## config.mk

```make
export PLATFORM = sky130hd
export DESIGN_NAME = rand_req_arbiter
export DESIGN_NICKNAME = d
export VERILOG_FILES = /design/src/rtl/rand_req_arbiter.sv
export SDC_FILE = /design/constraint.sdc
export NUM_CORES = 1
export LEC_CHECK = 0
export ABC_CLOCK_PERIOD_IN_PS = 1760
export CORE_MARGIN = 4
export CORE_UTILIZATION = 42
export CTS_BUF_LIST = sky130_fd_sc_hd__clkbuf_4 sky130_fd_sc_hd__clkbuf_8 sky130_fd_sc_hd__clkbuf_16
export CTS_CLUSTER_DIAMETER = 120
export CTS_CLUSTER_SIZE = 16
export DETAILED_ROUTE_END_ITERATION = 10
export GPL_ROUTABILITY_DRIVEN = 0
export PLACE_DENSITY = 0.86
export SETUP_SLACK_MARGIN = 0.15
export SLEW_MARGIN = 5
export SYNTH_ARGS = -nofsm -noshare
export SYNTH_HDL_FRONTEND = slang
export SYNTH_SLANG_ARGS = --single-unit
```

## constraint.sdc

```tcl
create_clock -name clk -period 1.76 [get_ports clk]
set_input_delay 0.176 -clock clk [delete_from_list [all_inputs] [get_ports clk]]
set_output_delay 0.176 -clock clk [all_outputs]
set_load 0.05 [all_outputs]
```

## src/rtl/rand_req_arbiter.sv

```systemverilog
// Shares one random-number generator between NUM_REQ requesters: round-robin
// grant, one rise strobe per draw, then a MIN_GAP idle window before the next draw.
module rand_req_arbiter #(
  parameter int unsigned NUM_REQ = 4,
  parameter int unsigned DATA_W  = 8,
  parameter int unsigned MIN_GAP = 3,
  localparam int unsigned ID_W   = (NUM_REQ > 1) ? $clog2(NUM_REQ) : 1
) (
  input  logic               clk,
  input  logic               resetN,
  input  logic [NUM_REQ-1:0] req,
  output logic [NUM_REQ-1:0] ack,
  output logic [DATA_W-1:0]  rsp_data,
  output logic               rng_rise,
  input  logic [DATA_W-1:0]  rng_dout,
  output logic               busy,
  output logic [ID_W-1:0]    grant_id
);

  localparam int unsigned     GAP_W    = (MIN_GAP > 1) ? $clog2(MIN_GAP) : 1;
  localparam logic [GAP_W-1:0] GAP_LOAD = (MIN_GAP != 0) ? GAP_W'(MIN_GAP - 1) : '0;
  localparam logic [ID_W-1:0]  LAST_RST = ID_W'(NUM_REQ - 1);

  typedef enum logic [2:0] {IDLE, FIRE, CAPTURE, RESP, GAP} state_t;

  state_t             state, state_nxt;
  logic [ID_W-1:0]    last_served, last_served_nxt;
  logic [ID_W-1:0]    winner, grant_id_nxt;
  logic [GAP_W-1:0]   gap_cnt, gap_cnt_nxt;
  logic [NUM_REQ-1:0] ack_nxt;
  logic [DATA_W-1:0]  rsp_data_nxt;
  logic               rng_rise_nxt, busy_nxt;

  // Round-robin search starting one past the last served index, wrapping at NUM_REQ.
  always_comb begin
    logic [ID_W-1:0] idx;
    logic            found;
    winner = last_served;
    found  = 1'b0;
    idx    = last_served;
    for (int unsigned i = 0; i < NUM_REQ; i++) begin
      idx = (idx == LAST_RST) ? '0 : idx + 1'b1;
      if (!found && req[idx]) begin
        found  = 1'b1;
        winner = idx;
      end
    end
  end

  always_ff @(posedge clk or negedge resetN) begin
    if (!resetN) begin
      state       <= IDLE;
      ack         <= '0;
      rng_rise    <= 1'b0;
      busy        <= 1'b0;
      rsp_data    <= '0;
      grant_id    <= '0;
      last_served <= LAST_RST;
      gap_cnt     <= '0;
    end else begin
      state       <= state_nxt;
      ack         <= ack_nxt;
      rng_rise    <= rng_rise_nxt;
      busy        <= busy_nxt;
      rsp_data    <= rsp_data_nxt;
      grant_id    <= grant_id_nxt;
      last_served <= last_served_nxt;
      gap_cnt     <= gap_cnt_nxt;
    end
  end

  always_comb begin
    state_nxt = state;
    case (state)
      IDLE:    if (|req) state_nxt = FIRE;
      FIRE:    state_nxt = CAPTURE;
      CAPTURE: state_nxt = RESP;
      RESP:    state_nxt = (MIN_GAP != 0) ? GAP : IDLE;
      GAP:     if (gap_cnt == '0) state_nxt = IDLE;
      default: state_nxt = IDLE;
    endcase
  end

  // Outputs are computed one cycle ahead from the next state so they land registered.
  always_comb begin
    ack_nxt         = '0;
    rng_rise_nxt    = (state_nxt == FIRE);
    busy_nxt        = (state_nxt != IDLE);
    rsp_data_nxt    = rsp_data;
    grant_id_nxt    = grant_id;
    last_served_nxt = last_served;
    gap_cnt_nxt     = gap_cnt;
    case (state)
      IDLE:    if (|req) grant_id_nxt = winner;
      CAPTURE: begin
        rsp_data_nxt      = rng_dout;
        ack_nxt[grant_id] = 1'b1;
      end
      RESP: begin
        last_served_nxt = grant_id;
        gap_cnt_nxt     = GAP_LOAD;
      end
      GAP:     if (gap_cnt != '0) gap_cnt_nxt = gap_cnt - 1'b1;
      default: ;
    endcase
  end

endmodule
```

Yosys cells after proc, flatten, opt, wreduce, memory -nomap -nowiden
Index checks and enable logic that the tools add are counted.

word-level totals
  RAM bits = 0
  bits of input ports = 14
  ROM bits = 0
  output and inout port bits = 16
  latch bits = 0
  memories = 0
  register bits after elaboration = 23

operators by class
  div/mod/pow operators = 0
  mux-type cells = 27
  $add $sub $neg = 5
  multipliers = 0
  reductions and logical operators = 15
  order comparisons = 6
  equal/unequal tests = 10
  bitwise operators = 0
  shift-type cells = 0

operators with widths
  cell                                                                           number
  2-bit 2-to-1 mux                                                               9
  2-bit by 3-bit less-than comparator with 1-bit output (second input constant)  5
  3-bit one-hot mux with 5 select lines                                          1
  2-bit by 1-bit adder with 2-bit output (second input constant)                 4
  1-bit binary-select mux with 2-bit select                                      4
  2-bit == test (second input constant)                                          4
  1-bit 2-to-1 mux                                                               8
  3-bit by 1-bit == test with 1-bit output (second input constant)               2
  3-bit by 2-bit == test with 1-bit output (second input constant)               2
  3-bit 2-to-1 mux                                                               2
  1-bit logical AND                                                              4
  4-bit 2-to-1 mux                                                               1
  2-bit one-hot mux with 2 select lines                                          1
  2-bit AND reduction                                                            2
  2-bit nonzero test                                                             2
  4-bit OR reduction                                                             1
  3-bit == test (second input constant)                                          1
  1-bit logical NOT                                                              3
  3-bit logical NOT                                                              1
  3-bit nonzero test                                                             1
  1-bit demux with 2-bit select                                                  1
  2-bit by 1-bit >= comparator with 1-bit output (second input constant)         1
  2-bit logical NOT                                                              1
  2-bit != test (second input constant)                                          1
  2-bit by 1-bit subtractor with 2-bit output (second input constant)            1

Logic depth before layout (Yosys ltp)
  depth after elaboration = 14
  mapped depth = 7
  depth with buffers taken out = 6

Least setup slack after synthesis
OpenSTA, ideal clock, no wires.

  kind = reg-to-reg
  from = register last_served[1]
  to = register grant_id[0]
  setup slack = -84 ps
  stages on the path, launching flop included = 8
  buffers on the path = 1
  arrival time = 1750 ps
  required time = 1666 ps
  cells stage by stage = dfstp_2 -> ha_1 -> buf_4 -> xor2_2 -> mux2i_1 -> nor4b_1 -> nor2_1 -> a211oi_1

on the way
  cells in the longest elaborated chain, start to end = 14

RTL lines
  what                                                                             line  RTL
  start, declared                                                                  27    logic [ID_W-1:0] last_served, last_served_nxt;
  start signal, assigned                                                           67    last_served <= last_served_nxt;
  2-bit by 1-bit adder with 2-bit output or 2-bit == test (tied branches)          42    idx = (idx == LAST_RST) ? '0 : idx + 1'b1;
  2-bit 2-to-1 mux (*)                                                             42
  branches (longest 11 deep; another with 2-bit by 1-bit adder with 2-bit output)  -
  2-bit 2-to-1 mux (*)                                                             43    if (!found && req[idx]) begin
  end signal, assigned                                                             66    grant_id <= grant_id_nxt;
  end, declared                                                                    17    output logic [ID_W-1:0] grant_id

Mark *: on every way between the ends. The select of a mux whose other input is x is not followed.
A chain may end at the register's enable or synchronous reset.

Worst setup path in the final report
  from = register last_served[0]
  to = register grant_id[0]

on the way
  cells in the longest elaborated chain, start to end = 14

RTL lines
  what                                                                             line
  branches (longest 13 deep; another with 2-bit by 1-bit adder with 2-bit output)  -
  2-bit 2-to-1 mux (*)                                                             43

Marks and branches as above.

==> reports/metrics.cfg <==
[outcome]
status = complete, but fails checks
failed_checks = setup timing

[grt]
grt_start_max_net_pins = 24
grt_pass1_vias = 887
grt-ovfl-total = 0
grt_pass1_wl_um = 3933
antenna_found_initial = 0
grt_usage_pct = 14.68

[synthesis]
ys_seq_area_share_pct = 51.79
synth_cells = 96
syn_area_per_cell_um2 = 11.63
yosysTopAreaCell = dfrtp_1
yosysMostFrequentCell = dfrtp_1
synth_nets = 112
synth_area_um2 = 1116
synth_cell_types = 32
synth_ff_type = dfrtp_1
yosys.area.top_type_share_pct = 47.09
synth-seq-cells = 23
synth_area_leaders = dfrtp_1 47%, mux2_2 10%, dfstp_2 4.7%
yosys_warnings = 0
synth-edff-count = 0
yosys-top-cells-count = 21 x dfrtp_1, 10 x mux2_2, 8 x nor2_1, 7 x nand2_1
async_flop_share_pct = 100.0

[power_and_ir_drop]
power_density_nw_per_um2 = 2105
combPwrFrac_pct = 63.7
switching_share_pct = 47.43
p_leak_nw = 0.6914
clkPwrFrac_pct = 7.1
max-vdd-ir-drop_uv = 1232
intPower_mw = 1.733
switchingPower_mw = 1.564
p_seq_share_pct = 29.1

[sta]
setup_viol = 1
hold_viol = 0
hold_slack_ns = 0.1966
setup_ws_ns = -0.06148
slew_viol_final = 0
finalCriticalPeriod_ns = 1.821
clock.fmax_ghz = 0.5490
skew_ns = 0.009770
rsz0062_at_grt = true
finalCritPeriodShare_pct = 103.5
tightest_slew_ns = 0.4929
relSlewSlack_pct = 67.27

[hold_path]
min_path_type = primary input to asynchronous set/reset pin

[detailed_routing]
initialDrtViolationCount = 16
drc = 0
detail-route-antenna-nets = 0
drt_pre_antenna_iters = 4
detail_route.vias_per_cell = 5.395
wl_um = 2344
vias = 901
routedWlPerCell_um = 14.04

[worst_setup_path]
cp-start-kind = flip-flop
endpoint_kind = flip-flop
arrival_ns = 2.06
worstPathRequired_ns = 2.00
crit_fanout = 3
path_class = flip-flop to flip-flop

[clock_tree]
clock-sinks = 23
clock_path_buffers = 2
cts-root-buf = clkbuf_4
clk_pin_slew_ns = 0.12
htreeDepth = 1
ctsHoldBuffers = 0
cts_tree = yes
clk_latency_ns = 0.31
numCtsBuffers = 3

[floorplanning]
coreArea_um2 = 2500
initial_core_util_pct = 44.64
dieArea_um2 = 3546
rows = 18
die_width_um = 59.55
die_h_um = 59.55
ioPinCount = 30

[finish]
drive_above_1_share_pct = 30.66
area_delta_synth_final_pct = 40.36
fin_nets = 154
antenna_cells = 0
fillCellCount = 212
final_util_pct = 62.66

[job]
drv_cap = 0

[placement]
hpwl_um = 1808
dp_slack_ns = -0.1220
io_buffers = 29

registers in the layout, summed over array words and instances (netlist names):
| register | flops |
|---|---|
| busy | 1 |
| gap_cnt | 2 |
| ack | 4 |
| grant_id | 2 |
| last_served | 2 |
| rng_rise | 1 |
| rsp_data | 8 |
| state | 3 |
cells in the final DEF (no fill, tap or decap), drive strengths merged, types with 3 or more instances in the layout:
master,n
dfrtp,21
dlygate4sd2,14
buf,14
clkdlybuf4s50,13
mux2,10
nor2,9
nand2,7
nor4,4
a21oi,4
nor4b,4
mux2i,4
clkbuf,3
inv,3
nor3,3
metal layers:
layer	up-vias	routed length [um]	global-route usage, %
li1	432	-	-
met1	427	912	17.04
met4	0	29	6.646
met2	38	1182	26.37
met3	4	219	2.179
met5	-	0	0
path summary, 6_finish.rpt:
kind                                      from             end  slack, ns  cells past startpoint
worst min register to register     rsp_data[0]     rsp_data[0]       0.51                      1
min in group clk                   rng_dout[4]     rsp_data[4]       0.47                      2
max in group asynchronous               resetN  last_served[0]       1.28                      2
worst max-delay path            last_served[0]     grant_id[0]      -0.06                      6
worst max register to register  last_served[0]     grant_id[0]      -0.06                      6
worst min-delay path                    resetN     rsp_data[5]       0.20                      2
final cells by class:
class	instances	area [um^2]	share of cell area, %
sequential	23	578.1	36.90
multi-input combinational	66	554.3	35.38
clock buffer	3	22.52	1.438
timing repair buffer	41	357.8	22.84
clock inverter	1	5.005	0.3195
tap	30	37.54	2.396
inverter	3	11.26	0.7189
power groups by stage:
stage          clock [mW]  combinational (mW)  sequential [mW]
5_1_grt             0.267                2.24             1.01
4_1_cts             0.244                2.03            0.959
6_report            0.235                2.10            0.961
2_1_floorplan           0               0.919             1.48
3_3_place_gp            0                1.94            0.949
3_5_place_dp            0                2.01            0.963
what timing repair did:
action,in CTS,in global routing
setup buffers,0,1
gates resized for setup,17,5
endpoints found under the setup margin,15,13
pin swaps,1,2
cell families after synthesis:
family,synth area share (%)
buf+inv,4.148
fa+ha+maj,2.242
compound gates,6.390
simple gates,19.51
mux,13.68
xor+xnor,2.243
flops,51.79
stage by stage:
stage / TNS (ns) / power [mW] / cell area (um^2) / instances
after floorplan: -0.02825 / 2.399 / 1126 / 96
after global placement: 0 / 2.884 / 1493 / 162
after detailed placement: -0.1220 / 2.973 / 1493 / 162
after CTS: -0.08333 / 3.232 / 1535 / 166
after global routing: -0.1330 / 3.509 / 1567 / 167
final: -0.06148 / 3.297 / 1567 / 167
critical path, cell delays in order (launching register included):
cell	delay (ns)
dfstp_2	0.58
ha_4	0.22
xor2_4	0.19
mux2i_2	0.26
nor4b_4	0.24
nor2_1	0.07
a211oi_1	0.19
(Power assumes the default switching activity.)
